## config.mk

```make
export PLATFORM = sky130hd
export DESIGN_NAME = sd_block_scheduler_flat
export DESIGN_NICKNAME = d
export VERILOG_FILES = /design/src/rtl/sd_block_scheduler_if.sv /design/src/rtl/sd_block_scheduler.sv /design/src/flat_wrapper.sv
export SDC_FILE = /design/constraint.sdc
export NUM_CORES = 1
export LEC_CHECK = 0
export BUFFER_PORTS_ARGS = -buffer_cell sky130_fd_sc_hd__clkbuf_2
export CAP_MARGIN = 20
export CORE_MARGIN = 3
export CORE_UTILIZATION = 50
export CTS_CLUSTER_DIAMETER = 80
export DETAILED_ROUTE_END_ITERATION = 7
export GPL_TIMING_DRIVEN = 0
export PLACE_DENSITY_LB_ADDON = 0.25
export SETUP_SLACK_MARGIN = 0.05
export SYNTH_ARGS = -nofsm -noshare
export SYNTH_HDL_FRONTEND = slang
export SYNTH_SLANG_ARGS = --single-unit
```

## constraint.sdc

```tcl
create_clock -name clk -period 3.2 [get_ports clk]
set_clock_uncertainty 0.05 [all_clocks]
set_input_delay 0.16 -clock clk [delete_from_list [all_inputs] [get_ports clk]]
set_output_delay 0.16 -clock clk [all_outputs]
set_load 0.01 [all_outputs]
```

## src/rtl/sd_block_scheduler_if.sv

```systemverilog
// Signal bundle between the block scheduler and one SD card SPI block controller.
// The scheduler drives execute/op/address/outgoing byte; the controller drives status and read data.
interface sd_block_scheduler_if;
    logic        ctrl_ready;
    logic        ctrl_busy;
    logic        ctrl_finished_byte;
    logic        ctrl_finished_block;
    logic [7:0]  ctrl_incoming_byte;
    logic        ctrl_execute;
    logic        ctrl_op_code;
    logic [31:0] ctrl_block_address;
    logic [7:0]  ctrl_outgoing_byte;

    modport master (
        input  ctrl_ready, ctrl_busy, ctrl_finished_byte, ctrl_finished_block, ctrl_incoming_byte,
        output ctrl_execute, ctrl_op_code, ctrl_block_address, ctrl_outgoing_byte
    );

    modport slave (
        output ctrl_ready, ctrl_busy, ctrl_finished_byte, ctrl_finished_block, ctrl_incoming_byte,
        input  ctrl_execute, ctrl_op_code, ctrl_block_address, ctrl_outgoing_byte
    );
endinterface

```

## src/rtl/sd_block_scheduler.sv

```systemverilog
// Round-robin scheduler sharing one SD block controller among NUM_REQ requesters:
// latches the winner's op/address, issues one execute pulse, routes byte strobes, watchdogs progress.
module sd_block_scheduler #(
    parameter int NUM_REQ        = 2,
    parameter int BLOCK_BYTES    = 512,
    parameter int TIMEOUT_CYCLES = 1000000,
    parameter int CNT_W          = 10
) (
    input  logic                    clk,
    input  logic                    rst_n,
    input  logic [NUM_REQ-1:0]      req,
    input  logic [NUM_REQ-1:0]      req_op,
    input  logic [32*NUM_REQ-1:0]   req_addr,
    input  logic [8*NUM_REQ-1:0]    req_wdata,
    output logic [NUM_REQ-1:0]      gnt,
    output logic [NUM_REQ-1:0]      rd_valid,
    output logic [7:0]              rd_data,
    output logic [NUM_REQ-1:0]      wr_ack,
    output logic [NUM_REQ-1:0]      done,
    output logic [NUM_REQ-1:0]      err,
    output logic [CNT_W-1:0]        xfer_count,
    sd_block_scheduler_if.master    ctrl
);

    localparam int IDX_W = (NUM_REQ > 1) ? $clog2(NUM_REQ) : 1;
    localparam int WD_W  = $clog2(TIMEOUT_CYCLES + 1);
    localparam logic [WD_W-1:0]  WD_MAX    = WD_W'(TIMEOUT_CYCLES);
    localparam logic [CNT_W-1:0] LAST_BYTE = CNT_W'(BLOCK_BYTES - 1);

    typedef enum logic [2:0] {IDLE, ISSUE, WAIT_BUSY, XFER, DONE, ERR, DRAIN} state_t;

    state_t            state;
    logic [IDX_W-1:0]  last;
    logic [CNT_W-1:0]  byte_cnt;
    logic [WD_W-1:0]   wd;
    logic              op_q;
    logic [31:0]       addr_q;
    logic              execute_q;

    logic [IDX_W-1:0]  pick;
    logic              pick_op;
    logic [31:0]       pick_addr;
    logic [WD_W-1:0]   wd_inc;
    logic [7:0]        outgoing;

    // First pending requester after the previous owner, wrapping around.
    function automatic logic [IDX_W-1:0] rr_pick(input logic [NUM_REQ-1:0] r,
                                                 input logic [IDX_W-1:0]   prev);
        logic [IDX_W-1:0] sel;
        logic             found;
        int               j;
        sel   = '0;
        found = 1'b0;
        for (int k = 1; k <= NUM_REQ; k++) begin
            j = (int'(prev) + k) % NUM_REQ;
            if (!found && r[j[IDX_W-1:0]]) begin
                sel   = j[IDX_W-1:0];
                found = 1'b1;
            end
        end
        return sel;
    endfunction

    function automatic logic [WD_W-1:0] sat_inc(input logic [WD_W-1:0] w);
        return (w == WD_MAX) ? w : w + WD_W'(1);
    endfunction

    always_comb begin
        pick      = rr_pick(req, last);
        pick_op   = 1'b0;
        pick_addr = '0;
        outgoing  = '0;
        wd_inc    = sat_inc(wd);
        for (int i = 0; i < NUM_REQ; i++) begin
            if (pick == IDX_W'(i)) begin
                pick_op   = req_op[i];
                pick_addr = req_addr[32*i +: 32];
            end
            if (gnt[i]) outgoing = outgoing | req_wdata[8*i +: 8];
        end
    end

    assign ctrl.ctrl_execute       = execute_q;
    assign ctrl.ctrl_op_code       = op_q;
    assign ctrl.ctrl_block_address = addr_q;
    assign ctrl.ctrl_outgoing_byte = outgoing;

    always_ff @(posedge clk or negedge rst_n) begin
        if (!rst_n) begin
            state      <= IDLE;
            last       <= IDX_W'(NUM_REQ - 1);
            gnt        <= '0;
            rd_valid   <= '0;
            wr_ack     <= '0;
            done       <= '0;
            err        <= '0;
            rd_data    <= '0;
            xfer_count <= '0;
            byte_cnt   <= '0;
            wd         <= '0;
            op_q       <= 1'b0;
            addr_q     <= '0;
            execute_q  <= 1'b0;
        end else begin
            rd_valid  <= '0;
            wr_ack    <= '0;
            done      <= '0;
            err       <= '0;
            execute_q <= 1'b0;
            case (state)
                IDLE: begin
                    if (ctrl.ctrl_ready && |req) begin
                        last      <= pick;
                        op_q      <= pick_op;
                        addr_q    <= pick_addr;
                        gnt       <= NUM_REQ'(1) << pick;
                        byte_cnt  <= '0;
                        wd        <= '0;
                        execute_q <= 1'b1;
                        state     <= ISSUE;
                    end
                end
                ISSUE: begin
                    wd    <= wd_inc;
                    state <= WAIT_BUSY;
                end
                WAIT_BUSY: begin
                    wd <= wd_inc;
                    if (ctrl.ctrl_busy) begin
                        state <= XFER;
                    end else if (wd_inc == WD_MAX) begin
                        err   <= gnt;
                        state <= ERR;
                    end
                end
                XFER: begin
                    // A coincident block-end still counts and forwards the byte first.
                    if (ctrl.ctrl_finished_byte) begin
                        byte_cnt <= byte_cnt + CNT_W'(1);
                        wd       <= '0;
                        if (op_q) begin
                            wr_ack <= gnt;
                        end else begin
                            rd_data  <= ctrl.ctrl_incoming_byte;
                            rd_valid <= gnt;
                        end
                        if (byte_cnt == LAST_BYTE || ctrl.ctrl_finished_block) begin
                            done  <= gnt;
                            state <= DONE;
                        end
                    end else if (ctrl.ctrl_finished_block) begin
                        done  <= gnt;
                        state <= DONE;
                    end else begin
                        wd <= wd_inc;
                        if (wd_inc == WD_MAX) begin
                            err   <= gnt;
                            state <= ERR;
                        end
                    end
                end
                DONE, ERR: begin
                    xfer_count <= byte_cnt;
                    gnt        <= '0;
                    state      <= DRAIN;
                end
                DRAIN: begin
                    if (!ctrl.ctrl_busy && ctrl.ctrl_ready) state <= IDLE;
                end
                default: state <= IDLE;
            endcase
        end
    end

endmodule

```

## src/flat_wrapper.sv

```systemverilog
// flat-port wrapper written by rule: the top's interface ports become plain ports
module sd_block_scheduler_flat 
#(
    parameter int NUM_REQ        = 2,
    parameter int BLOCK_BYTES    = 512,
    parameter int TIMEOUT_CYCLES = 1000000,
    parameter int CNT_W          = 10
)
  (clk, rst_n, req, req_op, req_addr, req_wdata, gnt, rd_valid, rd_data, wr_ack, done, err, xfer_count, ctrl_ctrl_ready, ctrl_ctrl_busy, ctrl_ctrl_finished_byte, ctrl_ctrl_finished_block, ctrl_ctrl_incoming_byte, ctrl_ctrl_execute, ctrl_ctrl_op_code, ctrl_ctrl_block_address, ctrl_ctrl_outgoing_byte);
  sd_block_scheduler_if ctrl_i ();
  input  logic clk;
  input  logic rst_n;
  input  logic [NUM_REQ-1:0] req;
  input  logic [NUM_REQ-1:0] req_op;
  input  logic [32*NUM_REQ-1:0] req_addr;
  input  logic [8*NUM_REQ-1:0] req_wdata;
  output logic [NUM_REQ-1:0] gnt;
  output logic [NUM_REQ-1:0] rd_valid;
  output logic [7:0] rd_data;
  output logic [NUM_REQ-1:0] wr_ack;
  output logic [NUM_REQ-1:0] done;
  output logic [NUM_REQ-1:0] err;
  output logic [CNT_W-1:0] xfer_count;
  input wire logic [$bits(ctrl_i.ctrl_ready)-1:0] ctrl_ctrl_ready;
  input wire logic [$bits(ctrl_i.ctrl_busy)-1:0] ctrl_ctrl_busy;
  input wire logic [$bits(ctrl_i.ctrl_finished_byte)-1:0] ctrl_ctrl_finished_byte;
  input wire logic [$bits(ctrl_i.ctrl_finished_block)-1:0] ctrl_ctrl_finished_block;
  input wire logic [$bits(ctrl_i.ctrl_incoming_byte)-1:0] ctrl_ctrl_incoming_byte;
  output wire logic [$bits(ctrl_i.ctrl_execute)-1:0] ctrl_ctrl_execute;
  output wire logic [$bits(ctrl_i.ctrl_op_code)-1:0] ctrl_ctrl_op_code;
  output wire logic [$bits(ctrl_i.ctrl_block_address)-1:0] ctrl_ctrl_block_address;
  output wire logic [$bits(ctrl_i.ctrl_outgoing_byte)-1:0] ctrl_ctrl_outgoing_byte;
  assign ctrl_i.ctrl_ready = ctrl_ctrl_ready;
  assign ctrl_i.ctrl_busy = ctrl_ctrl_busy;
  assign ctrl_i.ctrl_finished_byte = ctrl_ctrl_finished_byte;
  assign ctrl_i.ctrl_finished_block = ctrl_ctrl_finished_block;
  assign ctrl_i.ctrl_incoming_byte = ctrl_ctrl_incoming_byte;
  assign ctrl_ctrl_execute = ctrl_i.ctrl_execute;
  assign ctrl_ctrl_op_code = ctrl_i.ctrl_op_code;
  assign ctrl_ctrl_block_address = ctrl_i.ctrl_block_address;
  assign ctrl_ctrl_outgoing_byte = ctrl_i.ctrl_outgoing_byte;
  sd_block_scheduler #(.NUM_REQ(NUM_REQ), .BLOCK_BYTES(BLOCK_BYTES), .TIMEOUT_CYCLES(TIMEOUT_CYCLES), .CNT_W(CNT_W)) u_core (.clk(clk), .rst_n(rst_n), .req(req), .req_op(req_op), .req_addr(req_addr), .req_wdata(req_wdata), .gnt(gnt), .rd_valid(rd_valid), .rd_data(rd_data), .wr_ack(wr_ack), .done(done), .err(err), .xfer_count(xfer_count), .ctrl(ctrl_i));
endmodule
```

### Yosys cells after proc, flatten, opt, wreduce, memory -nomap -nowiden

Index checks and enable logic that the tools add are counted.

| word-level totals | value |
|---|---|
| flip-flop bits (word level) | 96 |
| bits of input ports | 98 |
| output and inout port bits | 70 |
| word-level logic and storage cells | 102 |

| operators by class | value |
|---|---|
| add/subtract/negate cells | 4 |
| $lt $le $gt $ge | 2 |
| eq/ne operators | 14 |
| shift-type cells | 1 |
| multiplexer cells | 46 |
| bitwise operators | 2 |
| reductions and logical operators | 19 |

Operators with widths:

| operator | count |
|---|---|
| $mux 20 | 4 |
| $pmux 20 s3 | 1 |
| $eq 20x20->1 const B | 2 |
| $mux 32 | 1 |
| $mux 2 | 15 |
| $mux 3 | 7 |
| $add 20x1->20 const B | 1 |
| $mux 10 | 2 |
| $pmux 10 s2 | 1 |
| $pmux 3 s6 | 1 |
| $mux 8 | 2 |
| $reduce_and 3->1 | 4 |
| $add 10x1->10 const B | 1 |
| $eq 10x9->1 const B | 1 |
| $mux 1 | 10 |
| $eq 3x3->1 const B | 3 |
| $or 8x8->8 | 1 |
| $pmux 2 s2 | 2 |
| $eq 3x2->1 const B | 2 |
| $reduce_or 2->1 | 3 |
| $lt 1x2->1 const B | 2 |
| $ne 2x1->1 const B | 2 |
| $reduce_and 2->1 | 2 |
| $reduce_bool 2->1 | 2 |
| other kinds (12) | 16 |

### Logic depth before layout (Yosys ltp)

Gate-level depths: netlist of run 1.

| logic depth | value |
|---|---|
| depth after elaboration | 10 |
| mapped depth | 9 |
| depth with buffers taken out | 9 |

### Worst setup path before layout of run 1

OpenSTA, ideal clock, no wires.

| path | value |
|---|---|
| path type | reg2reg |
| start point | register u_core.wd[7] |
| end point | register u_core.state[0] |
| setup time | 66 ps |
| data arrival time | 2257 ps |
| slack | 827 ps |
| stages on the path, launching flop included | 9 |
| path buffers | 1 |
| period minus slack after synthesis | 2373 ps |
| cells stage by stage | dfrtp_1 buf_2 nand4_4 nor4_4 and3_4 xnor2_1 or4_4 nor4_4 o32a_1 |

| on the way | value |
|---|---|
| cells in the longest elaborated chain, start to end | 7 |
| elaborated cells between the ends (all ways) | 9 |
| those cells by class | add/sub: 1; eq/ne: 2; mux: 6 |

RTL lines:

| item | line | text |
|---|---|---|
| from (decl) | sd_block_scheduler.sv:35 | `logic [WD_W-1:0] wd;` |
| from (signal assigned) | sd_block_scheduler.sv:124 | `wd <= wd_inc;` |
| from (signal assigned) | sd_block_scheduler.sv:128 | `wd <= wd_inc;` |
| from (signal assigned) | sd_block_scheduler.sv:155 | `wd <= wd_inc;` |
| $add 20x1->20 / $eq 20x20->1 (equally long branches) | sd_block_scheduler.sv:65 | `return (w == WD_MAX) ? w : w + WD_W'(1);` |
| $mux 20 (*) | sd_block_scheduler.sv:65 |  |
| $eq 20x20->1 (*) | sd_block_scheduler.sv:131, sd_block_scheduler.sv:156 |  |
| $mux 3 (*) | -- |  |
| $mux 3 (2 in a row) | -- |  |
| $pmux 3 s6 (*) | -- |  |
| to (signal assigned) | sd_block_scheduler.sv:90 | `state <= IDLE;` |
| to (signal assigned) | sd_block_scheduler.sv:120 | `state <= ISSUE;` |
| to (signal assigned) | sd_block_scheduler.sv:125 | `state <= WAIT_BUSY;` |
| to (decl) | sd_block_scheduler.sv:32 | `state_t state;` |

Mark *: on every way between the ends. The rest lies on a longest branch, timed or not.
A chain may end at the register's enable or synchronous reset.

### Worst setup path in the final report of run 1

| path | value |
|---|---|
| start point | register u_core.wd[1] |
| end point | register u_core.err[1] |

| on the way | value |
|---|---|
| cells in the longest elaborated chain, start to end | 7 |
| elaborated cells between the ends (all ways) | 9 |
| those cells by class | add/sub: 1; eq/ne: 2; mux: 6 |

RTL lines:

| item | line | text |
|---|---|---|
| $add 20x1->20 / $eq 20x20->1 (equally long branches) | sd_block_scheduler.sv:65 |  |
| $mux 20 (*) | sd_block_scheduler.sv:65 |  |
| $eq 20x20->1 (*) | sd_block_scheduler.sv:131, sd_block_scheduler.sv:156 |  |
| $mux 2 (*) | sd_block_scheduler.sv:131, sd_block_scheduler.sv:156 |  |
| $mux 2 | sd_block_scheduler.sv:151 | `end else if (ctrl.ctrl_finished_block) begin` |
| $mux 2 | sd_block_scheduler.sv:138 | `if (ctrl.ctrl_finished_byte) begin` |
| $pmux 2 s2 (*) | sd_block_scheduler.sv:110 | `case (state)` |
| to (signal assigned) | sd_block_scheduler.sv:132 | `err <= gnt;` |
| to (signal assigned) | sd_block_scheduler.sv:157 | `err <= gnt;` |
| to (decl) | sd_block_scheduler.sv:20 | `output logic [NUM_REQ-1:0] err,` |

Marks and branches as above.

==> results of run 1 <==
-- sequential cells by signal, indices dropped and copies added (netlist names), 3 cells and up --
signal                          count
u_core.byte_cnt                    10
u_core.ctrl.ctrl_block_address     32
u_core.rd_data                      8
u_core.state                        3
u_core.wd                          20
u_core.xfer_count                  10
-- cells in the final DEF, fill, tap and decap left out, drive strengths merged, types with 2 or more instances in the layout --
cell type / synthesis / layout
xor2: 9 / 9
a21boi: 2 / 2
nand2: 74 / 74
inv: 8 / 9
nor4b: 2 / 2
nand2b: 2 / 2
a22o: 13 / 13
mux2: 18 / 18
nor3b: 2 / 2
nor3: 8 / 8
or3: 4 / 4
o211ai: 2 / 2
nand4: 6 / 6
and2: 4 / 4
nand3: 12 / 12
dlygate4sd3: 0 / 9
dfrtp: 95 / 95
xnor2: 4 / 4
nor4: 3 / 3
mux2i: 34 / 34
ha: 3 / 3
nand3b: 2 / 2
clkinv: 0 / 2
o21ai: 67 / 67
o31ai: 4 / 4
a31oi: 3 / 3
nor2b: 3 / 3
buf: 7 / 8
a32o: 3 / 3
nor2: 26 / 26
clkbuf: 22 / 200
and3: 9 / 9
a21oi: 12 / 12
-- critical path, stage by stage (launching register included) --
cell and delay (ns):
dfrtp_1 0.45, ha_1 0.32, nand3_1 0.23, nor2_1 0.33
nand3_1 0.19, xnor2_1 0.17, or4_4 0.44, nor4_4 0.41
and3_1 0.21
-- stage by stage --
step	instance area (µm²)	setup WS [ns]	power (mW)	utilization
6_report	6070	0.330	4.33	0.677
5_1_grt	6070	0.125	4.64	0.677
4_1_cts	6070	0.348	4.36	0.677
3_5_place_dp	5780	0.387	3.51	0.644
3_3_place_gp	5750	0.459	3.43	0.640
2_1_floorplan	4750	0.827	2.78	-
-- logic make-up after synthesis --
kind of cell	count (synthesis)
adder cells (fa/ha/maj)	3
AO/OA/AOI/OAI	115
multiplexers	52
XOR/XNOR	13
AND/OR/NAND/NOR	162
buffers and inverters	37
flip-flops	96
-- final cells by class --
class | instances | area (µm²)
Fill cell | 726 | 2900
Clock inverter | 5 | 63.8
Sequential cell | 96 | 2400
Buffer | 29 | 114
Inverter | 8 | 30.0
Tap cell | 126 | 158
Multi-Input combinational cell | 345 | 2210
Clock buffer | 11 | 141
Timing Repair Buffer | 177 | 956
-- worst paths after layout --
check	startpoint	to	slack (ns)	cells past startpoint
worst max register to register	u_core.wd[1]$_DFFE_PN0P_	u_core.err[1]$_DFF_PN0_	0.33	8
worst max-delay path	u_core.wd[1]$_DFFE_PN0P_	u_core.err[1]$_DFF_PN0_	0.33	8
min in group asynchronous	rst_n	u_core.xfer_count[8]$_DFFE_PN0P_	0.31	2
worst min-delay path	req_addr[20]	u_core.ctrl.ctrl_block_address[20]$_DFFE_PN0P_	0.03	3
max in group asynchronous	rst_n	u_core.ctrl.ctrl_block_address[11]$_DFFE_PN0P_	2.11	3
worst min register to register	u_core.last$_DFFE_PN1P_	u_core.last$_DFFE_PN1P_	0.41	2
-- per-layer routing --
| layer | part of all wire | up-vias | wire, µm | GRT usage |
|---|---|---|---|---|
| li1 | - | 2084 | - | - |
| met1 | 0.40 | 2142 | 5030 | 0.294 |
| met2 | 0.51 | 196 | 6450 | 0.410 |
| met3 | 0.063 | 35 | 789 | 0.0566 |
| met4 | 0.026 | 0 | 333 | 0.0931 |
| met5 | 0 | - | 0 | 0 |
-- where the power goes --
| part | internal [mW] | total [mW] | switching, mW |
|---|---|---|---|
| clock | 0.389 | 0.822 | 0.433 |
| combinational | 0.691 | 1.73 | 1.04 |
| sequential | 1.55 | 1.78 | 0.230 |
==> out/results.txt, run 1 <==
Die W: 104 µm
Mean Syn Cell Area: 9.95 µm²
crit path time final: 2.87 ns
post-synthesis xor/xnor area fraction: 0.0239
DRT Pass-1 Iters: 5
Die Ht: 104 µm
Seq/Total Area, Yosys: 0.506
CTS max path bufs: 2
first-pass GRT wire length: 21300 µm
DRC viols: 0
Max Freq: 348 MHz
I/O Pins: 168
Inserted Diodes: 0
WL/cell: 15.8 µm
Hold WS: 0.0286 ns
main area contributors after synthesis: dfrtp_1 (50%), mux2i_1 (7.2%), o21ai_0 (6.9%)
WL final: 12600 µm
Sink Count: 96
Yosys top cell area share: 0.500
Crit. End Element: register
via/cell ratio: 5.59
antenna-violating nets left: 0
period utilization: 0.897
Pwr Density: 712 nW/µm²
initial antenna violation count: 0
CP Max Fanout: 7
post-synth cell types: 51
Synth area leader: dfrtp_1
CP Class: register to register
num rows: 34
Placer Congestion: 0.882
die area: 10700 µm²
final std cells w/o fill: 797
Syn Std Cell Area: 4750 µm²
number of hold buffers added after CTS: 9
Mapped Nets: 579
combinational family with the most area after synthesis: simple AND/OR/NAND/NOR gates
Primary FF master, synth: dfrtp_1
Final #Nets: 767
Synth Instances: 478
Root Driver: clkbuf_8
global-route usage over all layers: 0.240
Layout area overhead: 27.7%
IO Port Bufs: 167
Yosys reg bits: 96
clock transition at the registers of the reported paths: 0.10 ns
slew of the pin with the lowest slew margin: 0.813 ns
post-CTS setup buffer count: 0
MaxCap Viol Count: 0
clk_lat worst skew: 0.36 ns
total congestion overflow: 0
CTS tree: yes
dpl hpwl: 9440 µm
Synth Area in Simple Gates: 0.172
Initial Util: 0.530
total number of vias: 4457
core area: 8980 µm²
number of synthesis warnings: 0
Final setup viols: 0
Synth top cells by count: dfrtp_1 (95), nand2_1 (74), o21ai_0 (66)
layout cells sized above 1: 0.319
Setup crit start kind: register
Post-synth EDFFs: 0
async set or reset register ratio after synthesis: 1.00
starting DRC count in detailed routing: 271
count leader, synth: dfrtp_1
H-tree depth: 3
status: completed
largest net degree at the start of global routing: 58
relative slew slack: 0.456
Hold Fails Final Rpt: 0
Peak VDD IR: 0.000440 V
Synth Area in Adders: 0.00789
arrival time worst endpoint: 3.11 ns
CP required: 3.44 ns
Num CTS Buffers: 9
RSZ-0062 raised after global routing: false
Post-CTS Resized: 0
vias in the first global route: 4389
mux cell area share after synthesis: 0.114
dpl cells: 772
post-synthesis compound-gate area fraction: 0.147
Hold Crit Class: primary input to register
setup TNS: 0 ns
final slew viol count: 0
Pleak: 3.10 nW
Power figures use the tool's default switching activity.
==> inputs of run 2 (changes only) <==
--- a/config.mk
+++ b/config.mk
@@ -8,7 +8,8 @@
 export BUFFER_PORTS_ARGS = -buffer_cell sky130_fd_sc_hd__clkbuf_2
 export CAP_MARGIN = 20
 export CORE_MARGIN = 3
-export CORE_UTILIZATION = 50
+export CORE_UTILIZATION = 52
+export CTS_BUF_LIST = sky130_fd_sc_hd__clkbuf_4
 export CTS_CLUSTER_DIAMETER = 80
 export DETAILED_ROUTE_END_ITERATION = 7
 export GPL_TIMING_DRIVEN = 0
==> run 2 against run 1 <==
Effect of this change:
- the flow now finishes with violations (hold timing)
- sequential share of layout area fell by 3.1 points
- critical path type unchanged
- setup slack better by 0.016 ns
- worst hold slack got worse by 0.040 ns
- sequential power hardly changed
- critical path depth unchanged
- first-iteration DRC count decreased by 19%
- highest routed layer unchanged
- via count rose by 7.8%
- design area rose by 8.5%
==> out/results.txt, run 2 (synthesized netlist as in run 1, its figures left out) <==
H-tree depth: 3
global-route usage over all layers: 0.284
CTS max path bufs: 2
Max Freq: 350 MHz
Num CTS Buffers: 9
CP Class: register to register
largest net degree at the start of global routing: 69
crit path time final: 2.85 ns
final slew viol count: 0
clock network fraction of total power: 0.138
final setup margin: 0.346 ns
I/O Pins: 168
switching share of total power: 0.412
WL final: 14200 µm
area of the multi-input gates: 2210 µm²
Reg area: 2400 µm²
max reg flops: 32
Final #Nets: 830
Hold WS: -0.0118 ns
Inserted Diodes: 0
layout cells sized above 1: 0.292
R2R Setup Slk: 0.35 ns
via/cell ratio: 5.71
Logic pwr share: 0.441
total congestion overflow: 0
commonest non-fill, non-tap cells in the layout: clkbuf_2 (166), dfrtp_1 (95), nand2_1 (74)
Initial Util: 0.540
clock transition at the registers of the reported paths: 0.16 ns
CP required: 3.54 ns
Internal Dissipation: 2.49 mW
Die W: 102 µm
Pleak: 3.32 nW
arrival time worst endpoint: 3.19 ns
setup TNS: 0 ns
period utilization: 0.892
CP max-delay cell: dfrtp_1
IO Port Bufs: 167
Sink Count: 96
violated checks: hold timing
relative slew slack: 0.441
dpl hpwl: 9330 µm
number of fill cells: 567
Final setup viols: 0
Crit. End Element: register
commonest non-fill, non-tap cell in the layout: clkbuf_2
WL/cell: 16.8 µm
Hold Crit Class: primary input to register
RSZ-0062 raised after global routing: false
fin area: 6590 µm²
CTS tree: yes
Hold Fails Final Rpt: 1
dpl cells: 754
Placer Congestion: 0.915
slew of the pin with the lowest slew margin: 0.836 ns
vias in the first global route: 4847
Setup crit start kind: register
MaxCap Viol Count: 0
first-pass GRT wire length: 23200 µm
DP Area: 5760 µm²
die area: 10300 µm²
antenna-violating nets left: 0
Layout area overhead: 38.6%
starting DRC count in detailed routing: 219
most frequent CP cell: nand3_1
initial antenna violation count: 0
Root Driver: clkbuf_4
Pwr Density: 642 nW/µm²
status: finished with violations
DRC viols: 0
DRT Pass-1 Iters: 5
sequential power share: 0.420
core area: 8810 µm²
total number of vias: 4806
num rows: 34
CP peak stage delay: 0.49 ns
Final Core Density: 0.748
NetSw: 1.74 mW
Peak VDD IR: 0.000405 V
CP Max Fanout: 7
Cell Chain, Critical Path: ha_1 > nand3_1 > nor2_1 > nand3_1 > xnor2_1 > or4_4 > nor4_4 > o32a_1
Die Ht: 102 µm
final std cells w/o fill: 842
clk_lat worst skew: 0.44 ns
Post-CTS Resized: 0
Post-Place Setup Slack: 0.415 ns
## run 2: changes by cell type in the layout (fill, tap and decap cells not counted), moves of 2 or more
cell and change:
dlygate4sd3_1 +63, clkbuf_8 -10, clkbuf_4 +9, clkinv_2 +2
## run 2: critical path: cells and delay by family (launching register included)
family,cells,cell delay [ns]
AOI/OAI and AO/OA,1,0.22
xor gates and xnor gates,1,0.17
adders and majority gates,1,0.33
DFF,1,0.49
and+or+nand+nor,5,1.55
## run 2: cell type report
| type | count | share of cell area |
|---|---|---|
| well taps | 108 | 0.0205 |
| flip-flops and latches | 96 | 0.365 |
| clock buffers | 9 | 0.0103 |
| plain buffers | 29 | 0.0173 |
| inverters | 8 | 0.00456 |
| multi-input cells | 345 | 0.335 |
| repair buffers | 240 | 0.241 |
| clock inverters | 7 | 0.00702 |
## run 2: power groups by stage
stage	clock network (mW)	registers [mW]	logic, mW
2_1_floorplan	0	1.88	0.898
3_3_place_gp	0	1.77	1.64
3_5_place_dp	0	1.79	1.71
4_1_cts	0.586	1.76	1.83
5_1_grt	0.639	1.82	2.07
6_report	0.586	1.78	1.87
## run 2: repair_timing
action | CTS | global route
hold buffers | 72 | 0
buffers inserted | 0 | 0
hold endpoints to repair | 68 | 0
endpoints found under the setup margin | 0 | 0
## run 2: metal layers
metal	track usage	routed length (µm)	vias up
li1	-	-	2208
met1	0.318	5340	2343
met2	0.517	7370	204
met3	0.0572	860	51
met4	0.129	597	0
met5	0	0	-
## run 2: path summary, 6_finish.rpt
kind / start / cells past startpoint / to
min reg2reg: u_core.last$_DFFE_PN1P_ / 2 / u_core.last$_DFFE_PN1P_
max reg2reg: u_core.wd[0]$_DFFE_PN0P_ / 8 / u_core.state[0]$_DFFE_PN0P_
min: req_addr[62] / 3 / u_core.ctrl.ctrl_block_address[30]$_DFFE_PN0P_
max: u_core.wd[0]$_DFFE_PN0P_ / 8 / u_core.state[0]$_DFFE_PN0P_
max in group asynchronous: rst_n / 3 / u_core.last$_DFFE_PN1P_
min in group asynchronous: rst_n / 2 / u_core.xfer_count[5]$_DFFE_PN0P_
## run 2: per-stage QoR
step	total power, mW	hold WS (ns)
final	4.23	-0.0118
after global routing	4.53	0.00424
after CTS	4.18	0.00220
after detailed placement	3.50	0.101
after global placement	3.41	0.344
after floorplan	2.78	-0.186
==> inputs of run 3 (changes only) <==
--- a/config.mk
+++ b/config.mk
@@ -6,8 +6,7 @@
 export NUM_CORES = 1
 export LEC_CHECK = 0
 export BUFFER_PORTS_ARGS = -buffer_cell sky130_fd_sc_hd__clkbuf_2
-export CAP_MARGIN = 20
-export CORE_MARGIN = 3
+export CAP_MARGIN = 10
 export CORE_UTILIZATION = 52
 export CTS_BUF_LIST = sky130_fd_sc_hd__clkbuf_4
 export CTS_CLUSTER_DIAMETER = 80
==> run 3 against run 2 <==
Effect of this change:
- highest routed layer unchanged
- design area increased by 0.28%
- the run ends with DRC left
- critical path type unchanged
- non-clock buffer count increased by 1
- largest power group unchanged
- largest cell class unchanged
- core utilization increased by 0.21 points
- critical path depth decreased by 2
- flip-flop and latch count unchanged
==> out/results.txt, run 3 (synthesized netlist as in run 1, its figures left out) <==
worst hold endpoint: u_core.ctrl.ctrl_block_address[23]$_DFFE_PN0P_
number of hold buffers added after CTS: 73
Layout area overhead: 39.0%
CTS max path bufs: 2
total power: 4.27 mW
Setup crit start kind: register
CTS tree: yes
relative slew slack: 0.464
R2R cell count: 6
Reg area: 2400 µm²
Max Freq: 348 MHz
CP Class: register to register
Root Driver: clkbuf_4
IO Port Bufs: 167
core area: 8810 µm²
Pleak: 3.33 nW
period utilization: 0.898
area of the multi-input gates: 2210 µm²
Final #Nets: 831
Final Core Density: 0.750
Placer Congestion: 0.940
Post-CTS Resized: 0
WL final: 14300 µm
clock transition at the registers of the reported paths: 0.16 ns
Hold Crit Class: primary input to register
Pwr Density: 647 nW/µm²
DRT Pass-1 Iters: 7
Inserted Diodes: 0
CP Max Fanout: 10
Hold Fails Final Rpt: 0
DRC viols: 32
number of fill cells: 578
die area: 9530 µm²
global-route usage over all layers: 0.312
dpl hpwl: 8960 µm
status: finished with violations
final slew viol count: 0
R2R Setup Slk: 0.33 ns
CP required: 3.46 ns
Peak VDD IR: 0.000373 V
Hold WS: 0.0330 ns
Initial Util: 0.540
num rows: 34
arrival time worst endpoint: 3.13 ns
max reg flops: 32
Hold Crit Start: req_addr[55]
Num CTS Buffers: 9
crit path time final: 2.87 ns
violated checks: DRC
Sink Count: 96
commonest non-fill, non-tap cells in the layout: clkbuf_2 (166), dfrtp_1 (95), nand2_1 (74)
Die W: 97.6 µm
Die Ht: 97.6 µm
Worst Hold Depth: 3
H-tree depth: 3
largest net degree at the start of global routing: 59
layout cells sized above 1: 0.291
total number of vias: 4839
commonest non-fill, non-tap cell in the layout: clkbuf_2
setup TNS: 0 ns
total congestion overflow: 0
vias in the first global route: 4881
Reg-to-Reg End: u_core.ctrl.ctrl_op_code$_DFFE_PN0P_
Final setup viols: 0
slew of the pin with the lowest slew margin: 0.801 ns
antenna-violating nets left: 0
first-pass GRT wire length: 23300 µm
via/cell ratio: 5.74
Crit. End Element: register
clk_lat worst skew: 0.44 ns
starting DRC count in detailed routing: 223
WL/cell: 16.9 µm
I/O Pins: 168
RSZ-0062 raised after global routing: false
RR Startpoint: u_core.last$_DFFE_PN1P_
initial antenna violation count: 0
MaxCap Viol Count: 0
post-CTS setup buffer count: 0
[run 3: changes by cell type in the layout (fill, tap and decap cells not counted), sizes merged]
cell	delta
clkinvlp	-2
dlygate4sd3	+1
inv	+2
[run 3: how the worst max path moves through the flow]
| stage | end | from | slack [ns] | cells after the start |
|---|---|---|---|---|
| after floorplan | u_core.state[0]$_DFFE_PN0P_ | u_core.wd[7]$_DFFE_PN0P_ | 0.83 | 8 |
| after global placement | u_core.state[0]$_DFFE_PN0P_ | u_core.wd[0]$_DFFE_PN0P_ | 0.49 | 8 |
| after detailed placement | u_core.state[0]$_DFFE_PN0P_ | u_core.wd[0]$_DFFE_PN0P_ | 0.44 | 8 |
| after CTS | u_core.state[0]$_DFFE_PN0P_ | u_core.wd[0]$_DFFE_PN0P_ | 0.43 | 8 |
| after global routing | u_core.state[0]$_DFFE_PN0P_ | u_core.wd[0]$_DFFE_PN0P_ | 0.15 | 8 |
| final | u_core.ctrl.ctrl_op_code$_DFFE_PN0P_ | u_core.last$_DFFE_PN1P_ | 0.33 | 6 |
[run 3: final cells by class]
type,instances,share of cell area
Buffer,29,0.0172
Clock buffer,9,0.0102
Clock inverter,7,0.00833
Inverter,8,0.00454
Multi-Input combinational cell,345,0.334
Sequential cell,96,0.364
Tap cell,108,0.0204
Timing Repair Buffer,241,0.242
[run 3: worst max-delay path, cell delays in order (launching register included)]
cell	delay, ns
dfstp_2	0.40
a21boi_0	0.19
buf_1	0.46
buf_1	0.64
mux2i_1	0.30
dlygate4sd3_1	0.59
o21ai_0	0.09
[run 3: per-layer routing]
layer | share of wire | vias up | global-route usage
met5 | 0 | - | 0
met4 | 0.040 | 0 | 0.149
met3 | 0.066 | 53 | 0.0676
met2 | 0.52 | 263 | 0.575
met1 | 0.37 | 2322 | 0.337
li1 | - | 2201 | -
[run 3: through the flow]
step           instance area (µm²)  std cells  worst slack, ns
5_1_grt                       6610        843            0.148
3_5_place_dp                  5760        754            0.442
3_3_place_gp                  5730        753            0.490
4_1_cts                       6610        843            0.428
6_report                      6610        843            0.326
2_1_floorplan                 4750        478            0.827
[run 3: report_power, final]
part,switching (mW),total [mW],leakage (nW),internal [mW]
clock,0.440,0.611,0.0702,0.171
combinational,1.09,1.87,2.00,0.785
sequential,0.247,1.79,1.26,1.55
total,1.77,4.27,3.33,2.50
